## src/rtl/fib_pkg.sv

```systemverilog
// Shared types and constants for the iterative Fibonacci sequencer.
// Latency: n/a (declarations only).
// Backpressure: n/a (declarations only).
package fib_pkg;

    // Datapath width of the index, both terms and the target.
    localparam int FIB_W = 11;

    // Sequencer states: waiting for a request, stepping, one-cycle completion.
    typedef enum logic [1:0] {
        ST_IDLE = 2'd0,
        ST_RUN  = 2'd1,
        ST_DONE = 2'd2
    } fib_state_t;

    // Term values after reset, before any request has been accepted.
    localparam logic [FIB_W-1:0] FIB_N_RST = '0;
    localparam logic [FIB_W-1:0] FIB_K_RST = '0;

    // Seed loaded on acceptance: n = F(-1) = 1, k = F(0) = 0.
    localparam logic [FIB_W-1:0] FIB_N0 = FIB_W'(1);
    localparam logic [FIB_W-1:0] FIB_K0 = '0;

endpackage : fib_pkg

```

## src/rtl/fib_step.sv

```systemverilog
// One step of the (n, k) Fibonacci recurrence: k' = k + n, n' = k.
// Latency: purely combinational, zero cycles.
// Backpressure: none; the caller decides whether to register the result.
module fib_step #(
    parameter int W = fib_pkg::FIB_W
) (
    input  logic [W-1:0] n,
    input  logic [W-1:0] k,
    output logic [W-1:0] k_next,
    output logic [W-1:0] n_next,
    output logic         carry
);

    logic [W:0] sum;

    // Widen by one bit so the carry out of the top bit is kept for the overflow flag.
    always_comb begin
        sum    = {1'b0, k} + {1'b0, n};
        k_next = sum[W-1:0];
        n_next = k;
        carry  = sum[W];
    end

endmodule : fib_step

```

## src/rtl/fib_seq_ctrl.sv

```systemverilog
// Sequencer for the iterative Fibonacci datapath: latches a target index and steps F(i) until i == target.
// Latency: done pulses after target+1 rising edges from acceptance (plus one per stalled cycle).
// Backpressure: selector=0 stalls RUN indefinitely; start is only accepted in IDLE and never queued.
module fib_seq_ctrl
    import fib_pkg::*;
#(
    parameter int W = FIB_W
) (
    input  logic         clk,
    input  logic         rst,
    input  logic         start,
    input  logic [W-1:0] target,
    input  logic         selector,
    output logic         busy,
    output logic         done,
    output logic         ovf,
    output logic [W-1:0] i,
    output logic [W-1:0] n,
    output logic [W-1:0] k
);

    localparam logic [W-1:0] ONE = W'(1);

    fib_state_t   state_q, state_nxt;
    logic [W-1:0] i_q, i_nxt;
    logic [W-1:0] n_q, n_nxt;
    logic [W-1:0] k_q, k_nxt;
    logic [W-1:0] tgt_q, tgt_nxt;
    logic         ovf_q, ovf_nxt;

    logic [W-1:0] step_k;
    logic [W-1:0] step_n;
    logic         step_carry;
    logic [W-1:0] i_inc;

    fib_step #(.W(W)) u_step (
        .n      (n_q),
        .k      (k_q),
        .k_next (step_k),
        .n_next (step_n),
        .carry  (step_carry)
    );

    assign i_inc = i_q + ONE;

    // State register; reset wins over every other input.
    always_ff @(posedge clk) begin
        if (rst) begin
            state_q <= ST_IDLE;
        end else begin
            state_q <= state_nxt;
        end
    end

    // Next-state and datapath-next logic; everything holds unless a state below says otherwise.
    always_comb begin
        state_nxt = state_q;
        i_nxt     = i_q;
        n_nxt     = n_q;
        k_nxt     = k_q;
        ovf_nxt   = ovf_q;
        tgt_nxt   = tgt_q;
        case (state_q)
            ST_IDLE: begin
                // Previous result stays visible until a new request arrives.
                if (start) begin
                    tgt_nxt   = target;
                    n_nxt     = W'(FIB_N0);
                    k_nxt     = W'(FIB_K0);
                    i_nxt     = '0;
                    ovf_nxt   = 1'b0;
                    // F(0) is already in k after seeding, so target 0 finishes immediately.
                    state_nxt = (target == '0) ? ST_DONE : ST_RUN;
                end
            end
            ST_RUN: begin
                if (selector) begin
                    k_nxt   = step_k;
                    n_nxt   = step_n;
                    i_nxt   = i_inc;
                    ovf_nxt = ovf_q | step_carry;
                    // Finish on the step that reaches the target so i never passes it.
                    if (i_inc == tgt_q) begin
                        state_nxt = ST_DONE;
                    end
                end
            end
            ST_DONE: begin
                state_nxt = ST_IDLE;
            end
            default: begin
                state_nxt = ST_IDLE;
            end
        endcase
    end

    // Datapath registers: index, terms, latched target and sticky overflow.
    always_ff @(posedge clk) begin
        if (rst) begin
            i_q   <= '0;
            n_q   <= W'(FIB_N_RST);
            k_q   <= W'(FIB_K_RST);
            tgt_q <= '0;
            ovf_q <= 1'b0;
        end else begin
            i_q   <= i_nxt;
            n_q   <= n_nxt;
            k_q   <= k_nxt;
            tgt_q <= tgt_nxt;
            ovf_q <= ovf_nxt;
        end
    end

    // All outputs come straight from registers.
    assign busy = (state_q == ST_RUN);
    assign done = (state_q == ST_DONE);
    assign ovf  = ovf_q;
    assign i    = i_q;
    assign n    = n_q;
    assign k    = k_q;

endmodule : fib_seq_ctrl

```

## config.mk

```make
export PLATFORM = sky130hd
export DESIGN_NAME = fib_seq_ctrl
export DESIGN_NICKNAME = d
export VERILOG_FILES = /design/src/rtl/fib_pkg.sv /design/src/rtl/fib_step.sv /design/src/rtl/fib_seq_ctrl.sv
export SDC_FILE = /design/constraint.sdc
export NUM_CORES = 1
export LEC_CHECK = 0
export CAP_MARGIN = 20
export CORE_MARGIN = 8
export CORE_UTILIZATION = 45
export CTS_CLUSTER_DIAMETER = 200
export CTS_CLUSTER_SIZE = 14
export DETAILED_ROUTE_END_ITERATION = 6
export GPL_ROUTABILITY_DRIVEN = 0
export PLACE_DENSITY = 0.82
export SYNTH_ARGS = -nofsm -noshare
export SYNTH_HDL_FRONTEND = slang
export SYNTH_SLANG_ARGS = --single-unit
```

## constraint.sdc

```tcl
create_clock -name clk -period 5.4 [get_ports clk]
set_input_delay 0.81 -clock clk [delete_from_list [all_inputs] [get_ports clk]]
set_output_delay 0.81 -clock clk [all_outputs]
set_load 0.01 [all_outputs]
```

## After elaboration in Yosys (flattened, before gate mapping)

Index checks and enable logic that the tools add are counted.

- Register bits: 47
- Input port bits: 15
- Output and inout bits: 36
- Word-level logic and storage cells: 37

- Add/sub/neg operators: 2
- Equal/unequal tests: 6
- Muxes and demuxes: 16
- Bitwise gates (word level): 1
- Reductions and logical operators: 6

Operators with widths:

| kind | number |
|---|---|
| 11-bit case mux with 2 select lines | 3 |
| 11-bit two-way mux | 5 |
| 11-bit by 11-bit adder with 12-bit output | 1 |
| 11-bit by 1-bit adder with 11-bit output, second input constant | 1 |
| 11-bit equality test | 1 |
| 11-bit logical NOT | 1 |
| 2-bit two-way mux | 4 |
| 3-bit AND reduction | 2 |
| 2-bit inequality test, second input constant | 2 |
| 2-bit case mux with 2 select lines | 1 |
| 2-bit by 1-bit equality test with 1-bit output, second input constant | 1 |
| 2-bit equality test, second input constant | 1 |
| 2-bit logical NOT | 1 |
| 1-bit two-way mux | 2 |
| 2-bit by 1-bit inequality test with 1-bit output, second input constant | 1 |
| 1-bit case mux with 2 select lines | 1 |
| 2-bit AND reduction | 1 |
| 2-bit nonzero test | 1 |
| 1-bit OR | 1 |

## Logic depth before layout (Yosys ltp)

- Depth after elaboration: 5
- Depth in mapped cells: 10
- Mapped depth without buffers: 10

## Modules after synthesis

Synthesis repeated with hierarchy kept, for this count alone.

- Cell total of the unflattened synthesis: 327
- Area total of the unflattened synthesis: 2,631.3 µm²

Modules (own cells, without submodules):

| module | instances | cells each | area an instance (µm²) | sequential area each (µm²) |
|---|---|---|---|---|
| fib_seq_ctrl | 1 | 249 | 2,045.7 | 940.9 |
| fib_step | 1 | 78 | 585.6 | 0.0 |

## Worst setup path before layout

No wires, ideal clock.

- Path type: reg-to-reg
- Start: reg k_q[0], in the netlist k[0]
- End: reg k_q[10], in the netlist k[10]
- Setup time: 101 ps
- Arrival: 1,974 ps
- Data required time: 5,299 ps
- Slack: 3,325 ps
- Cell stages (with the launch flop): 11
- Buffers on the path: 0
- Period minus slack after synthesis: 2,075 ps
- Path through: dfxtp_1 ha_1 inv_1 fa_1 nor2b_1 o31ai_2 a21oi_1 o211ai_1 a21oi_1 nor3_1 o41ai_1

- Longest elaborated chain between the ends: 3

RTL lines:

| what | line | source |
|---|---|---|
| start: declaration | fib_seq_ctrl.sv:27 | `logic [W-1:0] k_q, k_nxt;` |
| start signal: assignment | fib_seq_ctrl.sv:102 | `k_q <= W'(FIB_K_RST);` |
| start signal: assignment | fib_seq_ctrl.sv:108 | `k_q <= k_nxt;` |
| 11-bit by 11-bit adder with 12-bit output | fib_step.sv:18 | `sum = {1'b0, k} + {1'b0, n};` |
| 11-bit two-way mux | fib_seq_ctrl.sv:77 | `if (selector) begin` |
| 11-bit case mux with 2 select lines | fib_seq_ctrl.sv:63 | `case (state_q)` |

Every way passes these cells. The select of a mux whose other input is x is not followed.
A chain may end at the register's enable or synchronous reset.

## Worst setup path after layout

- Start: in selector
- End: reg i_q[2], in the netlist i[2]

- Longest elaborated chain between the ends: 2

RTL lines:

| what | line | source |
|---|---|---|
| start: declaration | fib_seq_ctrl.sv:13 | `input logic selector,` |
| 2-bit inequality test (no source line) | -- |  |
| 3-bit AND reduction (no source line) | -- |  |
| end signal: assignment | fib_seq_ctrl.sv:106 | `i_q <= i_nxt;` |
| end: declaration | fib_seq_ctrl.sv:25 | `logic [W-1:0] i_q, i_nxt;` |

Every way passes these cells.

==> impl_metrics.csv <==
group,metric,value,unit
run_status,run_status,"finished clean",
synthesis,yosys.area_share.simple,0.243,
placed_design,place.port_buffers,50,
grt,gr-usage-all-layers,0.154,
power,power-per-cell-area,229,nW/µm²
routing,dr.max_layer_used,"met4",
cts,ctsLongestPathBuffers,2,
routing,drt_iter0_markers,182,
grt,grt_pass1_wl,10.8,mm
worst_setup_path,critPathTopFamily,"simple AND/OR/NAND/NOR gates",
timing,post-route-min-period,2810,ps
layout,drive_above_1_share,0.0387,
timing,fmax,356,MHz
timing,final_min_period_over_clock_period,0.520,
grt,total_gr_overflow,0,
layout,area_growth,25.8,%
worst_setup_path,endpoint_kind,"register",
cts,postCtsSetupBuffers,0,
layout,num_antenna_cells,0,
die,fp.dieArea,8270,µm²
cts,clock-root-buffer,"sky130_fd_sc_hd__clkbuf_8",
worst_setup_path,critical_path.cell_chain,"clkdlybuf4s50_1 > and2_1 > nor2_1 > buf_4 > o21ai_0 > a21oi_1",
cts,tritoncts,"yes",
synthesis,ys_ff_latch,47,
synthesis,postSynthAreaPerCell,7.95,µm²
routing,wire_length_per_cell,14.9,µm
worst_setup_path,timing.critical_path.required,5570,ps
synthesis,seq_area_frac_synth,0.372,
die,core_box_area,5470,µm²
layout,number_of_inserted_filler_cells_in_the_final_layout,508,
synthesis,post_synth_fa_ha_maj_area_fraction,0.0673,
timing,rsz0062_at_grt,"false",
synthesis,syn-cell-area,2530,µm²
cts,insertion_delay,300,ps
timing,slew-limit-headroom,0.397,
timing,timing.final.hold_violations,0,
placed_design,place.detailed.hpwl,4.64,mm
placed_design,placed_cell_area,3060,µm²
worst_setup_path,cp_slowest_stage_delay,730,ps
power,vdd_ir_drop_max,116,µV
synthesis,synth-compound-area-share,0.220,
timing,timing.hold.ws,476,ps
synthesis,synth_cells,318,
layout,postLayoutCellArea,3180,µm²
die,dieHeight,91.0,µm
cts,cts_resized,0,
routing,routed-via-count,2460,
cts,numClockSinks,47,
synthesis,postSynthNetCount,346,
synthesis,synth_edf_count,0,
die,initial_utilization,0.462,
die,die-width,91.0,µm
worst_hold_path,timing.hold.worst.class,"register to register",
synthesis,ys.warnings.count,0,
routing,detailroute.wirelength.met3,385,µm
synthesis,synthDistinctLibCells,49,
routing,total_length_of_routed_met2_wires,3.23,mm
layout,layout_commonest_cell,"sky130_fd_sc_hd__clkdlybuf4s50_1",
routing,drt-vias-per-instance,5.67,
synthesis,postSynth.topFlopCell,"sky130_fd_sc_hd__dfxtp_1",
timing,finalSetupViolations,0,
worst_setup_path,worst_endpoint_data_arrival_time,2980,ps
synthesis,synth_top_family_by_area,"simple AND/OR/NAND/NOR gates",
timing,timing_worst_slew_pin_value,905,ps
cts,postCtsHoldBufs,0,
grt,antenna_found_initial,0,
cts,numCtsBuffers,5,
placed_design,place_ws,2300,ps
worst_setup_path,criticalPathCategory,"input port to register",
grt,vias_in_the_first_global_route,2333,
worst_setup_path,worst-path-max-fanout,25,
routing,drt_pre_antenna_iters,4,
cts,worst_setup_hold_path_clk_slew,90,ps
timing,totalNegativeSetupSlack,0,ps
die,placementRows,27,
layout,finish.net_count,389,
synthesis,synth_xor_area_frac,0.0589,
worst_setup_path,timing.critical_path.slowest_stage_cell,"sky130_fd_sc_hd__and2_1",
layout,most_frequent_cells_in_the_layout,"50 x sky130_fd_sc_hd__clkdlybuf4s50_1, 47 x sky130_fd_sc_hd__dfxtp_1, 41 x sky130_fd_sc_hd__nand2_1, 40 x sky130_fd_sc_hd__nor2_1, 31 x sky130_fd_sc_hd__a21oi_1",
routing,detail_route.wirelength,6.48,mm
worst_setup_path,timing.critical_path.from_type,"input port",
timing,final.setup_skew,3.17,ps
cts,ctsHtreeMaxLevel,2,
timing,final-max-slew-violation-count,0,
job,max_cap_viol_count,0,
routing,post-route-drc-count,0,
synthesis,synthArstFlopShare,0,
grt,maximum_number_of_pins_on_one_net_before_global_route_repair,48,
power,leakage,0.00121,µW
synthesis,synth.mux.area_fraction,0,
timing,final.setup.worst_slack,2590,ps
worst_setup_path,path_buf_inv,2,
routing,m1WireLength,2.76,mm
routing,antenna_violating_nets_post_route,0,
die,total_i_o_pin_count,51,
worst register-to-register path: stages (launching register included):
cell,delay [ps]
sky130_fd_sc_hd__dfxtp_1,330
sky130_fd_sc_hd__nand2b_1,230
sky130_fd_sc_hd__inv_2,150
sky130_fd_sc_hd__and2_1,740
sky130_fd_sc_hd__nor2_1,390
sky130_fd_sc_hd__buf_4,300
sky130_fd_sc_hd__o21ai_0,180
sky130_fd_sc_hd__a21oi_1,80
cells in the mapped netlist, types with 2 or more instances:
library cell | instances | area [µm²]
sky130_fd_sc_hd__o21ai_0 | 13 | 65.1
sky130_fd_sc_hd__buf_1 | 3 | 11.3
sky130_fd_sc_hd__xor2_1 | 6 | 52.6
sky130_fd_sc_hd__xnor2_1 | 11 | 96.3
sky130_fd_sc_hd__clkbuf_1 | 10 | 37.5
sky130_fd_sc_hd__ha_1 | 12 | 150
sky130_fd_sc_hd__and3_1 | 4 | 25.0
sky130_fd_sc_hd__a211oi_1 | 3 | 22.5
sky130_fd_sc_hd__buf_2 | 2 | 10.0
sky130_fd_sc_hd__nand2b_1 | 2 | 12.5
sky130_fd_sc_hd__o21a_1 | 5 | 37.5
sky130_fd_sc_hd__nor4_1 | 3 | 18.8
sky130_fd_sc_hd__nand2_1 | 41 | 154
sky130_fd_sc_hd__nor3_1 | 10 | 50.1
sky130_fd_sc_hd__nor2_1 | 40 | 150
sky130_fd_sc_hd__o21ai_1 | 3 | 15.0
sky130_fd_sc_hd__nand3_1 | 10 | 50.1
sky130_fd_sc_hd__and2_1 | 2 | 12.5
sky130_fd_sc_hd__a22oi_1 | 14 | 105
sky130_fd_sc_hd__o22ai_1 | 3 | 18.8
sky130_fd_sc_hd__a31oi_1 | 2 | 12.5
sky130_fd_sc_hd__dfxtp_1 | 47 | 941
sky130_fd_sc_hd__nor2b_1 | 5 | 31.3
sky130_fd_sc_hd__inv_1 | 6 | 22.5
sky130_fd_sc_hd__or3_1 | 5 | 31.3
sky130_fd_sc_hd__a21oi_1 | 31 | 155
sky130_fd_sc_hd__a311oi_1 | 3 | 26.3
metrics by stage:
stage	std cells	utilization	power, µW
after floorplan	318	-	433
after global placement	426	0.560	466
after detailed placement	426	0.560	468
after CTS	434	0.581	733
after global routing	434	0.581	758
final	434	0.581	729
state kept, by name, indices dropped and copies added, names as in the netlist:
| register | count |
|---|---|
| tgt_q | 11 |
| k | 11 |
| ovf | 1 |
| state_q | 2 |
| n | 11 |
| i | 11 |
metal layers:
| metal | vias up | track usage |
|---|---|---|
| met5 | - | 0 |
| met4 | 0 | 0.0491 |
| met3 | 7 | 0.0387 |
| met2 | 65 | 0.268 |
| met1 | 1173 | 0.179 |
| li1 | 1215 | - |
worst paths after layout:
| path | from | endpoint | slack (ps) | cells after the start |
|---|---|---|---|---|
| worst min register to register | tgt_q[10] | tgt_q[10] | 480 | 2 |
| worst min-delay path | tgt_q[10] | tgt_q[10] | 480 | 2 |
| worst max-delay path | selector | i[2] | 2590 | 6 |
| worst max register to register | state_q[1] | i[2] | 2880 | 7 |
cells by family (layout without fill, tap and decap cells):
| group | after synthesis | in the layout |
|---|---|---|
| DFF | 47 | 47 |
| xor gates and xnor gates | 17 | 17 |
| AOI/OAI and AO/OA | 88 | 88 |
| adders and majority gates | 13 | 13 |
| buffers and inverters | 23 | 67 |
| and+or+nand+nor | 130 | 130 |
power breakdown:
part	internal (µW)	leakage [µW]	switching, µW
registers	356	0.000381	8.96
logic	37.2	0.000771	58.6
clock network	150	0.0000612	119
layout make-up:
cell class,instances,area (µm²),share of cell area
Multi-Input combinational cell,248,1490,0.469
Clock inverter,2,35.0,0.0110
Tap cell,72,90.1,0.0283
Timing Repair Buffer,52,515,0.162
Inverter,7,26.3,0.00826
Clock buffer,6,82.6,0.0260
Sequential cell,47,941,0.296
(Power assumes the default switching activity.)
